File: src/rtl/tpu_pkg.sv
// Shared types for the matrix-unit datapath and its sequencers.
// Lane data is signed 16-bit; the feed sequencer FSM encoding lives here too.
package tpu_pkg;

    localparam int DATA_W = 16;

    typedef logic signed [DATA_W-1:0] data_t;

    typedef enum logic [1:0] {
        IDLE  = 2'd0,
        FEED  = 2'd1,
        DRAIN = 2'd2,
        DONE  = 2'd3
    } feed_state_e;

endpackage

File: src/rtl/mmu_feed_sequencer.sv
// Streams K activation vectors from the buffer into the skew buffer, waits out array latency, pulses done.
// Optional FEED_STALL_EN adds a stall input that holds issue (and inserts a feed bubble) while in FEED.
module mmu_feed_sequencer
    import tpu_pkg::*;
#(
    parameter int N         = 2,
    parameter int ADDR_W    = 8,
    parameter int CNT_W     = 8,
    parameter int DRAIN_LAT = 2 * N
) (
    input  logic                  clk,
    input  logic                  rst,
    input  logic                  start,
    input  logic [ADDR_W-1:0]     base_addr,
    input  logic [CNT_W-1:0]      num_vecs,
`ifdef FEED_STALL_EN
    input  logic                  stall,
`endif
    output logic                  busy,
    output logic                  done,
    output logic                  mem_rd_en,
    output logic [ADDR_W-1:0]     mem_rd_addr,
    input  logic [N*DATA_W-1:0]   mem_rd_data,
    output logic [N*DATA_W-1:0]   feed_data,
    output logic                  feed_valid
);

    localparam int DRN_W = (DRAIN_LAT < 1) ? 1 : $clog2(DRAIN_LAT + 1);

    feed_state_e        state_q, state_d;
    logic [ADDR_W-1:0]  addr_q, addr_d;
    logic [CNT_W-1:0]   rem_q, rem_d;
    logic [DRN_W-1:0]   drn_q, drn_d;
    logic               fv_q;
    logic               rd_en;
    logic               hold_w;

`ifdef FEED_STALL_EN
    assign hold_w = stall;
`else
    assign hold_w = 1'b0;
`endif

    always_ff @(posedge clk or posedge rst) begin
        if (rst) begin
            state_q <= IDLE;
            addr_q  <= '0;
            rem_q   <= '0;
            drn_q   <= '0;
            fv_q    <= 1'b0;
        end else begin
            state_q <= state_d;
            addr_q  <= addr_d;
            rem_q   <= rem_d;
            drn_q   <= drn_d;
            fv_q    <= rd_en;
        end
    end

    always_comb begin
        state_d = state_q;
        addr_d  = addr_q;
        rem_d   = rem_q;
        drn_d   = drn_q;
        rd_en   = 1'b0;
        case (state_q)
            IDLE: begin
                if (start) begin
                    addr_d  = base_addr;
                    rem_d   = num_vecs;
                    state_d = (num_vecs != '0) ? FEED : DONE;
                end
            end
            FEED: begin
                if (!hold_w) begin
                    rd_en  = 1'b1;
                    addr_d = addr_q + 1'b1;
                    rem_d  = rem_q - 1'b1;
                    // The last read's data lands during the first DRAIN cycle.
                    if (rem_q == CNT_W'(1)) begin
                        state_d = DRAIN;
                        drn_d   = DRN_W'(DRAIN_LAT);
                    end
                end
            end
            DRAIN: begin
                if (drn_q == '0) state_d = DONE;
                else             drn_d   = drn_q - 1'b1;
            end
            DONE: state_d = IDLE;
            default: state_d = IDLE;
        endcase
    end

    assign busy        = (state_q == FEED) || (state_q == DRAIN);
    assign done        = (state_q == DONE);
    assign mem_rd_en   = rd_en;
    assign mem_rd_addr = rd_en ? addr_q : '0;
    assign feed_valid  = fv_q;
    assign feed_data   = fv_q ? mem_rd_data : '0;

endmodule

File: config.mk
export PLATFORM = sky130hd
export DESIGN_NAME = mmu_feed_sequencer
export DESIGN_NICKNAME = d
export VERILOG_FILES = /design/src/rtl/tpu_pkg.sv /design/src/rtl/mmu_feed_sequencer.sv
export SDC_FILE = /design/constraint.sdc
export NUM_CORES = 1
export LEC_CHECK = 0
export BUFFER_PORTS_ARGS = -buffer_cell sky130_fd_sc_hd__buf_2
export CAP_MARGIN = 5
export CORE_MARGIN = 8
export CORE_UTILIZATION = 44
export DETAILED_ROUTE_END_ITERATION = 10
export PLACE_DENSITY = 0.82
export REMOVE_ABC_BUFFERS = 1
export SYNTH_ARGS = -nofsm -noshare
export SYNTH_HDL_FRONTEND = slang
export SYNTH_SLANG_ARGS = --single-unit
File: constraint.sdc
create_clock -name clk -period 2.4 [get_ports clk]
set_input_delay 0.48 -clock clk [delete_from_list [all_inputs] [get_ports clk]]
set_output_delay 0.48 -clock clk [all_outputs]
set_load 0.02 [all_outputs]
==> flow_summary_export.csv <==
group,metric,value,unit
drt,first_pass_iters,4,
setup_path,cp_max_fo,23,
setup_path,cp.required,1920,ps
global_route,grt_pass1_vias,1743,
drt,via_per_inst,5.18,
cells_and_area,multi_input_area,1010,sq um
drt,ant_nets,0,
synth,syn-cell-area,1660,sq um
setup_path,crit_path_start_kind,"flip-flop",
worst_hold_path,hp-class,"primary input to asynchronous set/reset pin",
clock_network,clock_latency,260,ps
floorplan,rows,22,
cells_and_area,fin_util,61.4,%
clock_network,post_cts_resized,0,
drt,remaining_drc_errors,0,
sta,slew_viol_final,0,
global_route,grt_max_degree,34,
clock_network,cts_tree,"done",
global_route,track_usage,15.6,%
clock_network,cts-root-buf,"clkbuf_8",
drt,via_count,1776,
clock_network,cts_hold_buffers,0,
placement,place.gp.congestion,0.825,
flow_run,cap_violations,0,
sta,skew,4.98,ps
synth,synth-warning-count,0,
synth,syn_inst,204,
global_route,grt_pass1_wl,8.05,mm
sta,fin_crit_sh,84.6,%
synth,avgSynthCellArea,8.15,sq um
clock_network,numCtsBuffers,3,
power_and_ir_drop,total_power,0.00300,W
outcome,status,"finished, final reports clean",
global_route,overflow,0,
sta,slew_headroom,42.7,%
setup_path,critPathCaptureType,"output pin",
cells_and_area,nNetsFinal,357,
power_and_ir_drop,p_leak,1.17,nW
setup_path,crit_chain,"inv_1 -> ha_1 -> buf_4 -> and2_1 -> buf_2",
setup_path,worstPathBufferInverterCount,3,
placement,dp.cells,339,
floorplan,die_y,77.5,um
global_route,antenna_found_initial,0,
sta,hold_ws,383,ps
setup_path,arrival,1550,ps
synth,synth.distinct_cells,31,
drt,drt-initial-drc-count,56,
drt,routed_wl,4.75,mm
floorplan,core-area,3630,sq um
cells_and_area,fill_cells,345,
setup_path,max_stage_delay,420,ps
setup_path,crit_family,"buffers and inverters",
sta,timing.fmax,493,MHz
synth,ys_ff_latch,22,
cells_and_area,layout.cells.non_filler,343,
placement,dp_hpwl,3.87,mm
cells_and_area,syn_to_final_growth,34.2,%
setup_path,crit_slowest_cell,"dfrtp_1",
sta,setup_viol,0,
power_and_ir_drop,vdd_ir_drop_max,848,uV
cells_and_area,final_layout_size_suffix_gt1_share,35.6,%
setup_path,crit_type,"flip-flop to output pin",
clock_network,clkTransAtPathRegs,80,ps
cells_and_area,register_area,551,sq um
cells_and_area,antennaDiodeCount,0,
floorplan,design.portCount,95,
synth,yosysSeqAreaShare,33.1,%
sta,min_period,2030,ps
sta,rsz0062_at_grt,"no",
floorplan,die_w,77.5,um
floorplan,dieArea,6000,sq um
power_and_ir_drop,power_density,1350,nW/um^2
clock_network,cts_sinks,22,
placement,io_buffers,94,
sta,worst_pin_slew,859,ps
floorplan,initial_core_util,45.7,%
drt,wl_per_cell,13.8,um
sta,hold_violations,0,
clock_network,post-cts-setup-buffers,0,
clock_network,cts.htree.levels,1,
clock_network,clock_path_buffers,2,
[worst register-to-register path: cells and delay by family (launching register included)]
kind,cells,cell delay (ps)
AOI/OAI and AO/OA,1,460
adders and majority gates,1,190
buffers and inverters,2,290
DFF,1,420
muxes,1,290
and+or+nand+nor,1,140
[placed cells by master (no fill, tap or decap), types with 3 or more instances in the layout]
cell type,count
and2_1,38
nand2_1,13
dfrtp_1,22
nand2b_1,6
nand3_1,8
buf_2,94
ha_1,10
nor2_1,15
o22ai_1,6
o2bb2ai_1,3
mux2i_1,7
o21ai_0,8
a21oi_1,18
inv_1,13
o22a_1,5
nor3_1,3
buf_4,4
clkbuf_8,4
[through the flow]
stage | cell area [sq um] | worst slack (ps) | setup TNS [ps]
after global placement | 2170 | 577 | 0
after global routing | 2230 | 246 | 0
after floorplan | 1610 | -181 | -404
after detailed placement | 2170 | 508 | 0
final | 2230 | 371 | 0
after CTS | 2230 | 357 | 0
[cell families (layout without fill, tap and decap cells)]
family                   after synthesis  count (layout)  share of synthesized area [%]
flip-flops                            22              22                           33.1
adder cells (fa/ha/maj)               10              10                           7.53
AND/OR/NAND/NOR                       92              92                           30.3
multiplexers                           9               9                           5.57
AO/OA/AOI/OAI                         47              47                           17.7
buffers and inverters                 24             115                           5.80
[layout make-up]
| cell class | count | share of cell area (%) |
|---|---|---|
| multi-input combinational | 158 | 45.5 |
| sequential | 22 | 24.7 |
| timing repair buffer | 98 | 22.4 |
| tap | 48 | 2.69 |
| clock buffer | 4 | 2.47 |
| inverter | 13 | 2.19 |
[final timing paths]
kind                                        startpoint                     end  slack (ps)  depth (start not counted)
worst max-delay path            state_q[1]$_DFFE_PP0P_          mem_rd_addr[0]         370                          5
worst min-delay path                               rst    drn_q[0]$_DFFE_PP0P_         380                          2
worst max register to register  state_q[1]$_DFFE_PP0P_  state_q[1]$_DFFE_PP0P_         500                          6
worst min register to register   addr_q[0]$_DFFE_PP0P_   addr_q[0]$_DFFE_PP0P_         530                          1
max in group asynchronous                          rst    rem_q[1]$_DFFE_PP0P_        1490                          2
min in group clk                           num_vecs[7]    rem_q[7]$_DFFE_PP0P_         470                          3
[report_power, final]
part	total (W)	switching [W]	internal, W
clock network	0.000267	0.000121	0.000146
registers	0.000770	0.000209	0.000561
logic	0.00196	0.00117	0.000798
total	0.00300	0.00150	0.00151
[metal layers]
metal,vias to the layer above,share of wire (%),global-route usage (%)
li1,888,-,-
met4,0,1.1,5.09
met3,6,8.4,5.53
met5,-,0,0
met1,802,44,18.3
met2,80,46,25.7
[flip-flops by register name, indices dropped and copies added (netlist names)]
name,count
drn_q,3
feed_valid,1
rem_q,8
state_q,2
addr_q,8
[cells in the mapped netlist, drive strengths merged]
cell type	n	area, sq um
and2	38	238
dfrtp	22	551
a21oi	18	90.1
nor2	15	56.3
inv	13	48.8
nand2	13	48.8
ha	10	125
nand3	8	40.0
o21ai	8	40.0
mux2i	7	70.1
buf	6	28.8
nand2b	6	37.5
o22ai	6	37.5
clkbuf	5	18.8
o22a	5	43.8
nor3	3	15.0
o2bb2ai	3	26.3
a2bb2oi	2	17.5
a31oi	2	12.5
and3	2	12.5
mux2	2	22.5
nor4	2	12.5
or3	2	17.5
a222oi	1	10.0
nand4b	1	8.76
nor3b	1	7.51
nor4b	1	8.76
o311ai	1	8.76
o31ai	1	7.51
Note: power is estimated with default switching activity, not from simulation.
